--- src/rtl/multi_project_mux.sv ---
// multi_project_mux: Wishbone-selected pad/irq mux over NUM_PROJ designs with isolated, sequenced handover
module multi_project_mux #(
  parameter int          NUM_PROJ     = 4,
  parameter int          IO_W         = 38,
  parameter int          IRQ_W        = 3,
  parameter logic [31:0] CFG_BASE     = 32'h3000_0000,
  parameter int          GUARD_CYCLES = 16,
  parameter int          DEFAULT_PROJ = 0
) (
  input  logic                       wb_clk_i,
  input  logic                       wb_rst_n,
  input  logic                       wbs_cyc_i,
  input  logic                       wbs_stb_i,
  input  logic                       wbs_we_i,
  input  logic [31:0]                wbs_adr_i,
  input  logic [31:0]                wbs_dat_i,
  input  logic [3:0]                 wbs_sel_i,
  output logic                       wbs_ack_o,
  output logic [31:0]                wbs_dat_o,
  input  logic [IO_W-1:0]            io_in,
  output logic [IO_W-1:0]            io_out,
  output logic [IO_W-1:0]            io_oeb,
  output logic [IRQ_W-1:0]           user_irq,
  output logic [NUM_PROJ*IO_W-1:0]   proj_io_in,
  input  logic [NUM_PROJ*IO_W-1:0]   proj_io_out,
  input  logic [NUM_PROJ*IO_W-1:0]   proj_io_oeb,
  input  logic [NUM_PROJ*IRQ_W-1:0]  proj_irq,
  output logic [NUM_PROJ-1:0]        proj_rst_n
);
  typedef enum logic [1:0] {ACTIVE, ISOLATE, RELEASE} state_t;
  state_t state, state_n;
  logic [3:0] sel, sel_n, pend, pend_n;
  logic [15:0] guard, guard_n, cnt, cnt_n;
  logic [1:0] rel, rel_n;
  logic err, err_n, busy, hit, wr;
  logic [31:0] rd;
  logic unused_ok;
  assign unused_ok = ^{wbs_sel_i, wbs_adr_i[1:0]};
  assign busy = state != ACTIVE;
  // ack blocks a second hit in its own cycle, so held strobes never double-ack
  assign hit = wbs_cyc_i & wbs_stb_i & (wbs_adr_i[31:4] == CFG_BASE[31:4]) & ~wbs_ack_o;
  assign wr = hit & wbs_we_i;
  assign rd = wbs_adr_i[3:2] == 2'd0 ? {28'd0, sel} :
              wbs_adr_i[3:2] == 2'd1 ? {20'd0, pend, 6'd0, err, busy} :
              wbs_adr_i[3:2] == 2'd2 ? {16'd0, guard} : 32'd0;
  always_comb begin
    state_n = state;
    cnt_n   = cnt;
    rel_n   = rel;
    sel_n   = sel;
    pend_n  = pend;
    err_n   = err;
    guard_n = guard;
    if (state == ISOLATE) begin
      cnt_n = cnt - 16'd1;
      if (cnt <= 16'd1) begin
        state_n = RELEASE;
        sel_n   = pend;
        rel_n   = 2'b00;
      end
    end
    if (state == RELEASE) begin
      rel_n = {rel[0], 1'b1};
      state_n = rel[0] ? ACTIVE : RELEASE;
    end
    if (wr && wbs_adr_i[3:2] == 2'd0) begin
      if (busy || wbs_dat_i >= 32'(NUM_PROJ))
        err_n = 1'b1;
      else if (wbs_dat_i[3:0] != sel) begin
        pend_n  = wbs_dat_i[3:0];
        state_n = ISOLATE;
        cnt_n   = guard;
        rel_n   = 2'b00;
      end
    end
    if (wr && wbs_adr_i[3:2] == 2'd1 && wbs_dat_i[1])
      err_n = 1'b0;
    if (wr && wbs_adr_i[3:2] == 2'd2)
      guard_n = wbs_dat_i[15:0] == 16'd0 ? 16'd1 : wbs_dat_i[15:0];
  end
  always_ff @(posedge wb_clk_i or negedge wb_rst_n) begin
    if (!wb_rst_n) begin
      state     <= ISOLATE;
      cnt       <= 16'(GUARD_CYCLES);
      rel       <= 2'b00;
      sel       <= 4'(DEFAULT_PROJ);
      pend      <= 4'(DEFAULT_PROJ);
      err       <= 1'b0;
      guard     <= 16'(GUARD_CYCLES);
      wbs_ack_o <= 1'b0;
      wbs_dat_o <= 32'd0;
    end else begin
      state     <= state_n;
      cnt       <= cnt_n;
      rel       <= rel_n;
      sel       <= sel_n;
      pend      <= pend_n;
      err       <= err_n;
      guard     <= guard_n;
      wbs_ack_o <= hit;
      wbs_dat_o <= hit && !wbs_we_i ? rd : 32'd0;
    end
  end
  // pads are driven only in ACTIVE; the new design leaves reset one cycle earlier
  always_comb begin
    io_out     = '0;
    io_oeb     = '1;
    user_irq   = '0;
    proj_io_in = '0;
    proj_rst_n = '0;
    if (state == ACTIVE) begin
      io_out   = proj_io_out[int'(sel)*IO_W +: IO_W];
      io_oeb   = proj_io_oeb[int'(sel)*IO_W +: IO_W];
      user_irq = proj_irq[int'(sel)*IRQ_W +: IRQ_W];
      proj_io_in[int'(sel)*IO_W +: IO_W] = io_in;
    end
    for (int k = 0; k < NUM_PROJ; k++)
      proj_rst_n[k] = int'(sel) == k && (state == ACTIVE || (state == RELEASE && rel[0]));
  end
endmodule
--- config.mk ---
export PLATFORM = sky130hd
export DESIGN_NAME = multi_project_mux
export DESIGN_NICKNAME = d
export VERILOG_FILES = /design/src/rtl/multi_project_mux.sv
export SDC_FILE = /design/constraint.sdc
export NUM_CORES = 1
export LEC_CHECK = 0
export ABC_AREA = 1
export BUFFER_PORTS_ARGS = -buffer_cell sky130_fd_sc_hd__buf_4
export CORE_AREA = 2 2 273 275
export DETAILED_ROUTE_END_ITERATION = 6
export DIE_AREA = 0 0 275 277
export GPL_TIMING_DRIVEN = 1
export PLACE_DENSITY = 0.44
export SLEW_MARGIN = 20
export SYNTH_ARGS = -nofsm -noshare
export SYNTH_HDL_FRONTEND = slang
export SYNTH_SLANG_ARGS = --single-unit
--- constraint.sdc ---
create_clock -name wb_clk_i -period 4.75 [get_ports wb_clk_i]
set_input_delay 0.2375 -clock wb_clk_i [delete_from_list [all_inputs] [get_ports wb_clk_i]]
set_output_delay 0.2375 -clock wb_clk_i [all_outputs]
set_load 0.02 [all_outputs]
==> flow_metrics.py <==
metrics = {
    "status": {
        "status": "finished, violations left",
        "violations": "negative hold slack, negative setup slack",
    },
    "critical_path": {
        "crit_chain": "ha_2 > ha_4 > or2_4 > ha_4 > a21oi_2 > nand2_1 > nand2_1 > nand2_2 > nor2_2 > nand2_2 > ha_4 > buf_12 > clkinvlp_4 > buf_12 > clkbuf_16 > nand3_1 > o21a_1 > o21ai_2 > and2_4 > o211ai_1 > nor2_1 > a21oi_2 > nor2_1 > buf_4",
        "crit_top_cell": "ha_4",
        "critical_path_arrival_ns": 4.57,
        "cp_data_required_time_ns": 4.51,
        "worstPathBufferInverterCount": 5,
        "path_delay_family": "simple AND/OR/NAND/NOR gates",
        "crit_path_top_delay_cell": "dfrtp_1",
        "rr_startpoint": "state[1]$_DFF_PN0_",
        "rrSetupSlack_ns": 1.73,
        "endpoint_kind": "primary output",
        "cp_max_fo": 8,
        "critical_path_class": "reg -> out",
        "cp_slowest_stage_delay_ns": 0.43,
        "start_kind": "flop",
        "rr_worst_depth": 9,
        "r2r-end": "cnt[11]$_DFF_PN0_",
    },
    "floorplan": {
        "core_region_area_mm2": 0.07357,
        "rows": 100,
        "fp.dieH_um": 277,
        "ios": 695,
        "die_area_mm2": 0.07618,
        "start_util_pct": 18.52,
        "dieWidth_um": 275,
    },
    "layout": {
        "areaGrowthSynthToFinish_pct": 73.87,
        "finalNetCount": 3961,
        "final_layout_size_suffix_gt1_share_pct": 40.07,
        "final_area_mm2": 0.02369,
    },
    "sta": {
        "finalHoldViolations": 8,
        "drv_slew": 0,
        "fin_worst_skew_ns": 0.007873,
        "slew_headroom_pct": 26.83,
        "holdWs_ns": -0.02668,
        "fmax_mhz": 208.0,
        "period_needed_ns": 4.808,
        "rsz0062_at_grt": "true",
        "fin_crit_sh_pct": 101.2,
        "worst_pin_slew_ns": 1.094,
        "fin_ws_ns": -0.05823,
        "setup_viol": 10,
    },
    "detailed_routing": {
        "vias": 22370,
        "drtPass1Iterations": 5,
        "ant_nets": 0,
        "avgViaCountPerCell": 4.969,
        "drc": 0,
        "wl_per_cell_um": 23.20,
        "drt_iter0_markers": 1848,
        "routed_wl_mm": 104.5,
    },
    "placement": {
        "gp_congestion": 0.9725,
        "place_hpwl_mm": 85.51,
        "dpl_cell_area_mm2": 0.02134,
        "io_buffers": 672,
    },
    "clock_tree": {
        "clock_sinks": 61,
        "clk_pin_slew_ns": 0.06,
        "cts_tree": "done",
        "htreeDepth": 3,
        "ctsLongestPathBuffers": 2,
        "cts_hold_buffers": 0,
        "cts_root_buf": "clkbuf_16",
        "worstSkewPairLatency_ns": 0.33,
        "cts_buffers": 9,
    },
    "grt": {
        "grt_overflow": 0,
        "grt_pass1_wl_mm": 146.5,
        "grt_pass1_vias": 21580,
        "grt_use_total_pct": 26.02,
        "grt_max_degree": 168,
        "antenna_found_initial": 13,
    },
    "min_path": {
        "worstHoldPathType": "in -> async",
    },
    "synthesis": {
        "syn_avg_cell_area_um2": 5.029,
        "synth-seq-cells": 61,
        "synth_top_flop_cell": "dfrtp_1",
        "synth.cell_area_mm2": 0.01362,
        "synth_top_area_share_pct": 19.78,
        "async_flop_share_pct": 100.0,
        "synth_top_cell_by_area": "nand2_1",
        "netlist_instances": 2709,
        "ys_warn_count": 0,
        "synth_edf_count": 0,
        "synth.distinct_cells": 53,
        "synthTopCellsByArea": "nand2_1 20%, o21ai_0 16%, nor2_1 15%, dfrtp_1 11%, nand3_1 4.7%",
        "ys_seq_area_share_pct": 11.23,
    },
    "power_and_ir_drop": {
        "vdd_drop_max_uv": 201.6,
        "cellPowerDensity_mw_per_mm2": 73.87,
        "report.power.total_w": 0.001750,
        "leakage_nw": 11.07,
    },
    "job": {
        "max_cap_viol_count": 0,
    },
}
==> worst register-to-register path, cell delays in order, from the launching register on <==
cell	delay (ns)
dfrtp_1	0.44
nor2_4	0.21
buf_4	0.38
nand3_1	0.12
nor2_1	0.12
nand4_1	0.15
nor2_1	0.18
nand4_1	0.75
nor2_1	0.45
a21oi_1	0.07
==> flip-flops by register name, summed over array words and instances, names as in the netlist <==
name / cells
wbs_dat_o: 16
sel: 4
err: 1
pend: 4
state: 2
rel: 1
wbs_ack_o: 1
guard: 16
cnt: 16
==> final cells by class <==
type / instances / area, um2
fillers: 8509 / 49880
clock inverters: 4 / 45.04
flip-flops and latches: 61 / 1538
diodes: 14 / 35.03
inverters: 141 / 543.0
well taps: 969 / 1212
repair buffers: 994 / 7868
multi-input cells: 2307 / 12180
clock buffers: 12 / 266.5
==> cell usage in the layout, fill, tap and decap left out, types with 8 or more instances in the layout <==
master and n:
a31oi_1 8, nand3_1 116, o22ai_1 48, a22oi_1 8, clkbuf_16 12, nor3_2 25
nor3_1 35, ha_1 9, conb_1 16, nor4_1 15, o211ai_1 17, buf_6 34
nor2_4 14, buf_4 940, nand2_1 656, nand3_2 11, o21ai_4 10, diode_2 14
a21oi_2 22, inv_2 25, o21ai_1 79, dfrtp_1 56, a21oi_1 99, nor2_2 40
nor2_1 497, o21ai_0 269, ha_4 10, buf_12 12, xnor2_1 10, nand4_1 19
o21ai_2 117, nand2_2 57, inv_1 109, nand2_4 14
==> how the worst max path moves through the flow <==
stage                  startpoint              end  cells after the start  slack (ns)
3_3_place_gp   sel[2]$_DFFE_PN0P_    proj_io_in[5]                     27       -0.20
4_1_cts        sel[3]$_DFFE_PN0P_  proj_io_in[144]                     27       -0.04
6_report       sel[3]$_DFFE_PN0P_   proj_io_in[14]                     24       -0.06
5_1_grt        sel[3]$_DFFE_PN0P_    proj_io_in[7]                     28       -0.22
3_5_place_dp   sel[3]$_DFFE_PN0P_   proj_io_in[21]                     27       -0.12
2_1_floorplan  sel[0]$_DFFE_PN0P_   proj_io_in[17]                     25        0.02
==> synth_stat cells (7+ instances only) <==
cell type	count
o22ai_1	52
nor4_1	16
a21oi_1	121
nor2_1	541
or2_2	7
clkbuf_1	101
mux2i_1	8
buf_1	25
nand2_1	718
dfrtp_1	58
xor2_1	7
buf_2	61
inv_2	16
a22oi_1	11
o211ai_1	17
nor3_1	62
ha_1	20
o21ai_0	448
o21ai_1	25
buf_4	26
o221ai_1	7
nand4_1	19
xnor2_1	10
nand2_2	8
nand3_1	128
inv_1	121
a31oi_1	15
==> per-stage QoR <==
step	hold slack (ns)	setup WS, ns	util (%)	setup TNS, ns	cells
after CTS	0.03039	-0.03606	30.23	-0.2547	4469
final	-0.02668	-0.05823	32.20	-0.2288	4502
after floorplan	-0.05809	0.01997	-	0	2724
after detailed placement	0.3858	-0.1245	29.01	-0.8825	4446
after global placement	0.3920	-0.1976	29.01	-1.227	4446
after global routing	0.06275	-0.2216	32.20	-16.67	4502
==> power by group <==
group | leakage, nW | total [W] | switching [W] | internal (W)
Sequential | 0.734 | 0.000520 | 0.00000000000152 | 0.000520
Combinational | 10.2 | 0.000544 | 0.000245 | 0.000299
Clock | 0.158 | 0.000686 | 0.000240 | 0.000446
==> cells by family after synthesis <==
family / share of synthesized area [%]
buffers and inverters: 11.19
other: 0.02752
AND/OR/NAND/NOR: 45.37
AO/OA/AOI/OAI: 28.34
adder cells (fa/ha/maj): 1.837
multiplexers: 0.5878
XOR/XNOR: 1.414
flip-flops: 11.23
==> metal layers <==
metal  up-vias  routed length (um)  track usage, %  share of wire [%]
met5         -                   0               0                  0
met4         0                5496           12.64                5.3
met3       179                6362           2.584                6.1
met2      1039               52310           45.96                 50
met1     10540               40290           31.18                 39
li1      10610                   -               -                  -
==> repair_timing <==
action / 4_1_cts / 5_1_grt
pin swaps: 38 / 124
gates cloned: 3 / 3
setup endpoints to repair: 152 / 152
gates resized for setup: 179 / 421
setup buffers: 6 / 18
(Power assumes the default switching activity.)
